$ cat src/rtl/vec_inst_queue_if.sv
// rtl/vec_inst_queue_if.sv - scalar-to-vector instruction queue handshake bundle
`ifndef XLEN
`define XLEN 32
`endif

interface vec_inst_queue_if #(
  parameter int DEPTH = 4
);
  localparam int CW = $clog2(DEPTH + 1);

  logic              inst_valid;
  logic [`XLEN-1:0]  inst_in;
  logic [`XLEN-1:0]  rs1_in;
  logic [`XLEN-1:0]  rs2_in;
  logic              inst_ready;
  logic              flush;
  logic [`XLEN-1:0]  vec_inst;
  logic [`XLEN-1:0]  rs1_data;
  logic [`XLEN-1:0]  rs2_data;
  logic              vec_inst_valid;
  logic              vec_pro_ready;
  logic [CW-1:0]     count;
  logic              illegal_inst;

  modport master (
    output inst_valid, inst_in, rs1_in, rs2_in, flush, vec_pro_ready,
    input  inst_ready, vec_inst, rs1_data, rs2_data, vec_inst_valid, count, illegal_inst
  );

  modport slave (
    input  inst_valid, inst_in, rs1_in, rs2_in, flush, vec_pro_ready,
    output inst_ready, vec_inst, rs1_data, rs2_data, vec_inst_valid, count, illegal_inst
  );
endinterface

$ cat src/rtl/vec_inst_queue.sv
// rtl/vec_inst_queue.sv - FIFO of vector instructions plus scalar operands
// Optional zero-latency bypass when empty: define VEC_INST_QUEUE_BYPASS_EN.
`ifndef XLEN
`define XLEN 32
`endif

module vec_inst_queue #(
  parameter int DEPTH = 4
) (
  input  logic            clk,
  input  logic            reset,
  vec_inst_queue_if.slave q
);
  localparam int PW = $clog2(DEPTH);
  localparam int CW = $clog2(DEPTH + 1);

  logic [`XLEN-1:0] inst_mem [DEPTH];
  logic [`XLEN-1:0] rs1_mem  [DEPTH];
  logic [`XLEN-1:0] rs2_mem  [DEPTH];

  logic [PW-1:0] wr_ptr;
  logic [PW-1:0] rd_ptr;
  logic [CW-1:0] cnt;
  logic          illegal_q;

  logic opcode_legal;
  logic full;
  logic empty;
  logic ready;
  logic offer;
  logic bypass;
  logic push;
  logic pop;

  assign opcode_legal = (q.inst_in[6:0] == 7'h57) ||
                        (q.inst_in[6:0] == 7'h07) ||
                        (q.inst_in[6:0] == 7'h27);

  // Readiness looks only at the registered count, so a pop never frees a slot
  // for a same-cycle push.
  assign full   = (cnt == CW'(DEPTH));
  assign empty  = (cnt == '0);
  assign ready  = !full && !q.flush && !reset;
  assign offer  = q.inst_valid && ready;

`ifdef VEC_INST_QUEUE_BYPASS_EN
  assign bypass = offer && opcode_legal && empty && q.vec_pro_ready;
`else
  assign bypass = 1'b0;
`endif

  assign push = offer && opcode_legal && !bypass;
  assign pop  = !empty && q.vec_pro_ready;

  always_ff @(posedge clk) begin
    if (reset || q.flush) begin
      wr_ptr    <= '0;
      rd_ptr    <= '0;
      cnt       <= '0;
      illegal_q <= 1'b0;
    end else begin
      if (push) wr_ptr <= wr_ptr + 1'b1;
      if (pop)  rd_ptr <= rd_ptr + 1'b1;
      case ({push, pop})
        2'b10:   cnt <= cnt + 1'b1;
        2'b01:   cnt <= cnt - 1'b1;
        default: cnt <= cnt;
      endcase
      illegal_q <= offer && !opcode_legal;
    end
  end

  // Entry storage carries no reset; occupancy alone decides what is visible.
  always_ff @(posedge clk) begin
    if (push && !reset) begin
      inst_mem[wr_ptr] <= q.inst_in;
      rs1_mem[wr_ptr]  <= q.rs1_in;
      rs2_mem[wr_ptr]  <= q.rs2_in;
    end
  end

  always_comb begin
    q.vec_inst       = '0;
    q.rs1_data       = '0;
    q.rs2_data       = '0;
    q.vec_inst_valid = 1'b0;
    if (bypass) begin
      q.vec_inst       = q.inst_in;
      q.rs1_data       = q.rs1_in;
      q.rs2_data       = q.rs2_in;
      q.vec_inst_valid = 1'b1;
    end else if (!empty) begin
      q.vec_inst       = inst_mem[rd_ptr];
      q.rs1_data       = rs1_mem[rd_ptr];
      q.rs2_data       = rs2_mem[rd_ptr];
      q.vec_inst_valid = 1'b1;
    end
  end

  assign q.inst_ready   = ready;
  assign q.count        = cnt;
  assign q.illegal_inst = illegal_q;
endmodule

$ cat src/flat_wrapper.sv
// flat-port wrapper written by rule: the top's interface ports become plain ports
module vec_inst_queue_flat 
#(
  parameter int DEPTH = 4
)
  (clk, reset, q_inst_valid, q_inst_in, q_rs1_in, q_rs2_in, q_flush, q_vec_pro_ready, q_inst_ready, q_vec_inst, q_rs1_data, q_rs2_data, q_vec_inst_valid, q_count, q_illegal_inst);
  vec_inst_queue_if #(.DEPTH(DEPTH)) q_i ();
  input  logic clk;
  input  logic reset;
  input wire logic [$bits(q_i.inst_valid)-1:0] q_inst_valid;
  input wire logic [$bits(q_i.inst_in)-1:0] q_inst_in;
  input wire logic [$bits(q_i.rs1_in)-1:0] q_rs1_in;
  input wire logic [$bits(q_i.rs2_in)-1:0] q_rs2_in;
  input wire logic [$bits(q_i.flush)-1:0] q_flush;
  input wire logic [$bits(q_i.vec_pro_ready)-1:0] q_vec_pro_ready;
  output wire logic [$bits(q_i.inst_ready)-1:0] q_inst_ready;
  output wire logic [$bits(q_i.vec_inst)-1:0] q_vec_inst;
  output wire logic [$bits(q_i.rs1_data)-1:0] q_rs1_data;
  output wire logic [$bits(q_i.rs2_data)-1:0] q_rs2_data;
  output wire logic [$bits(q_i.vec_inst_valid)-1:0] q_vec_inst_valid;
  output wire logic [$bits(q_i.count)-1:0] q_count;
  output wire logic [$bits(q_i.illegal_inst)-1:0] q_illegal_inst;
  assign q_i.inst_valid = q_inst_valid;
  assign q_i.inst_in = q_inst_in;
  assign q_i.rs1_in = q_rs1_in;
  assign q_i.rs2_in = q_rs2_in;
  assign q_i.flush = q_flush;
  assign q_i.vec_pro_ready = q_vec_pro_ready;
  assign q_inst_ready = q_i.inst_ready;
  assign q_vec_inst = q_i.vec_inst;
  assign q_rs1_data = q_i.rs1_data;
  assign q_rs2_data = q_i.rs2_data;
  assign q_vec_inst_valid = q_i.vec_inst_valid;
  assign q_count = q_i.count;
  assign q_illegal_inst = q_i.illegal_inst;
  vec_inst_queue #(.DEPTH(DEPTH)) u_core (.clk(clk), .reset(reset), .q(q_i));
endmodule
$ cat config.mk
export PLATFORM = sky130hd
export DESIGN_NAME = vec_inst_queue_flat
export DESIGN_NICKNAME = d
export VERILOG_FILES = /design/src/rtl/vec_inst_queue_if.sv /design/src/rtl/vec_inst_queue.sv /design/src/flat_wrapper.sv
export SDC_FILE = /design/constraint.sdc
export NUM_CORES = 1
export LEC_CHECK = 0
export BUFFER_PORTS_ARGS = -buffer_cell sky130_fd_sc_hd__buf_2
export CAP_MARGIN = 20
export CORE_ASPECT_RATIO = 1.75
export CORE_MARGIN = 2
export CORE_UTILIZATION = 35
export CTS_CLUSTER_SIZE = 30
export DETAILED_ROUTE_END_ITERATION = 16
export HOLD_SLACK_MARGIN = 0.08
export PLACE_DENSITY_LB_ADDON = 0.12
export RECOVER_POWER = 25
export SYNTH_ARGS = -nofsm -noshare
export SYNTH_HDL_FRONTEND = slang
export SYNTH_SLANG_ARGS = --single-unit
export TNS_END_PERCENT = 1
$ cat constraint.sdc
create_clock -name clk -period 6 [get_ports clk]
set_input_delay 1.8 -clock clk [delete_from_list [all_inputs] [get_ports clk]]
set_output_delay 1.8 -clock clk [all_outputs]
set_load 0.03 [all_outputs]
==> flow_summary.json <==
{
  "ys.flop_type": "edfxtp_1",
  "grt_pass1_vias": 7780,
  "clk_root_buffer_cell": "clkbuf_16",
  "fin_ws_ns": 1.441,
  "grt_max_degree": 65,
  "yosysWarnings": 0,
  "core_area_mm2": 0.04242,
  "hold_buffers": 0,
  "period_minus_slack_ns": 4.559,
  "dieArea_mm2": 0.04469,
  "post-cts-setup-buffers": 0,
  "worstPathRequired_ns": 4.20,
  "io_pins": 203,
  "synth.cell_area_mm2": 0.01503,
  "period_share_pct": 75.98,
  "drt_iter0_drc": 367,
  "antenna_found_initial": 5,
  "synth-edff-count": 384,
  "worst-path-max-fanout": 9,
  "grt.total_usage_pct": 15.06,
  "cts.sink_count": 394,
  "ir_drop_mv": 0.1883,
  "start_util_pct": 35.44,
  "path_class": "in2out",
  "tightest_slew_ns": 0.7409,
  "place_ws_ns": 1.407,
  "grt_pass1_wl_mm": 49.58,
  "via_count": 7158,
  "synth-seq-cells": 394,
  "insertion_delay_ns": 0.52,
  "drtAntennaViolNets": 0,
  "wire_per_inst_um": 22.68,
  "cts_tree": "done",
  "maxCapViolations": 0,
  "async_flop_share_pct": 0,
  "setup_tns_ns": 0,
  "rsz0062_at_grt": "no",
  "hold_path.class": "reg2reg",
  "power_leakage_nw": 5.938,
  "first_pass_iters": 5,
  "synthCells": 670,
  "io_buffers": 202,
  "clock_skew_ns": 0.01240,
  "clk_pin_slew_worst_paths_ns": 0.06,
  "drive_gt1_share_pct": 34.31,
  "max_freq_mhz": 219.4,
  "die_width_um": 160.7,
  "hold_violations": 0,
  "gr-total-overflow": 0,
  "final_common_cell": "edfxtp_1",
  "synthToLayoutAreaGrowth_pct": 19.76,
  "crit_path_end_kind": "primary output",
  "setup_viol": 0,
  "fin_nets": 1001,
  "cts_max_path_buffers": 3,
  "gp_congestion": 0.7062,
  "syn_area_per_cell_um2": 22.44,
  "synthDistinctLibCells": 29,
  "die_h_um": 278.2,
  "synth_nets": 777,
  "drcViolationCount": 0,
  "fin_area_mm2": 0.01800,
  "placed_cell_area_mm2": 0.01676,
  "relSlewSlack_pct": 50.61,
  "rows": 100,
  "ys_seq_area_share_pct": 78.04,
  "cts_buffers": 38,
  "fill_cells": 3768,
  "outcome": "finished, final reports clean",
  "routed_wl_mm": 33.71,
  "cts_max_level": 2,
  "hpwl_mm": 20.71,
  "post_cts_resized": 0,
  "crit_path_start_kind": "input pin",
  "finalMaxSlewViolations": 0,
  "vias_per_cell": 4.817,
  "power.density_mw_per_mm2": 310.8,
  "cp.arrival_ns": 2.76,
  "final_cell_mix": "384 x edfxtp_1, 138 x buf_2, 98 x and2_1"
}
layout make-up:
type	count	area, um^2	area share, %
Sequential cell	394	11740	65.21
Timing Repair Buffer	218	1114	6.186
Clock inverter	22	265.3	1.473
Inverter	7	26.28	0.1460
Antenna cell	1	2.502	0.01390
Clock buffer	48	1052	5.845
Tap cell	561	701.9	3.899
Multi-Input combinational cell	235	3102	17.23
flip-flops by register name (all words and copies together), names as in the netlist, named ones only:
register               count
u_core.rd_ptr              2
u_core.wr_ptr              2
u_core.q.count             3
u_core.rs2_mem           128
u_core.inst_mem          128
u_core.q.illegal_inst      1
u_core.rs1_mem           128
path summary, 6_finish.rpt:
check | start | endpoint | slack [ns] | cells past startpoint
worst max-delay path | q_flush | q_inst_ready | 1.44 | 4
worst min-delay path | u_core.wr_ptr[0] | u_core.wr_ptr[0] | 0.52 | 2
worst max register to register | u_core.q.count[2] | u_core.q.count[2] | 3.32 | 8
worst min register to register | u_core.wr_ptr[0] | u_core.wr_ptr[0] | 0.52 | 2
power breakdown:
| part | total (mW) | switching [mW] | internal, mW | leakage, nW |
|---|---|---|---|---|
| Clock | 2.51 | 1.01 | 1.51 | 0.639 |
| Combinational | 0.0662 | 0.0449 | 0.0213 | 1.77 |
| Sequential | 3.02 | 0.000374 | 3.02 | 3.53 |
| Total | 5.60 | 1.05 | 4.54 | 5.94 |
metal layers:
metal	GRT usage, %	wire length, um	up-vias
met2	27.39	18240	173
li1	-	-	3163
met3	2.876	1452	56
met4	4.712	709	4
met1	17.96	13280	3762
met5	0	30	-
worst max-delay path: stages:
cell and delay [ns]:
buf_2 0.10, or2_0 0.42, a21oi_1 0.21, buf_2 0.22
per-stage QoR:
step | hold slack [ns] | utilization, % | power (mW) | std cells
after floorplan | 0.4701 | - | 3.086 | 670
after global routing | 0.5771 | 42.44 | 5.767 | 1486
after CTS | 0.5161 | 42.63 | 5.672 | 1485
after detailed placement | 0.5054 | 39.52 | 3.149 | 1415
final | 0.5176 | 42.44 | 5.595 | 1486
after global placement | 0.5156 | 39.52 | 3.147 | 1415
cells in the mapped netlist, drive strengths merged, types with 2 or more instances:
cell | instances | area share [%]
xor2 | 3 | 0.17
ha | 5 | 0.42
and3 | 4 | 0.17
edfxtp | 384 | 77
or3 | 2 | 0.083
clkbuf | 15 | 0.37
buf | 19 | 0.94
dfxtp | 10 | 1.3
or2 | 2 | 0.083
a21oi | 4 | 0.13
nor2 | 8 | 0.20
a211oi | 2 | 0.18
o21ai | 2 | 0.067
inv | 7 | 0.17
mux4 | 96 | 14
and2 | 98 | 4.1
cell families after synthesis:
kind of cell | Yosys count | synth area share (%)
buffers and inverters | 41 | 1.490
muxes | 96 | 14.38
and+or+nand+nor | 120 | 4.861
AOI/OAI and AO/OA | 9 | 0.4412
DFF | 394 | 78.04
adders and majority gates | 6 | 0.5494
xor gates and xnor gates | 4 | 0.2331
No activity file was read; power rests on OpenSTA's default activity.
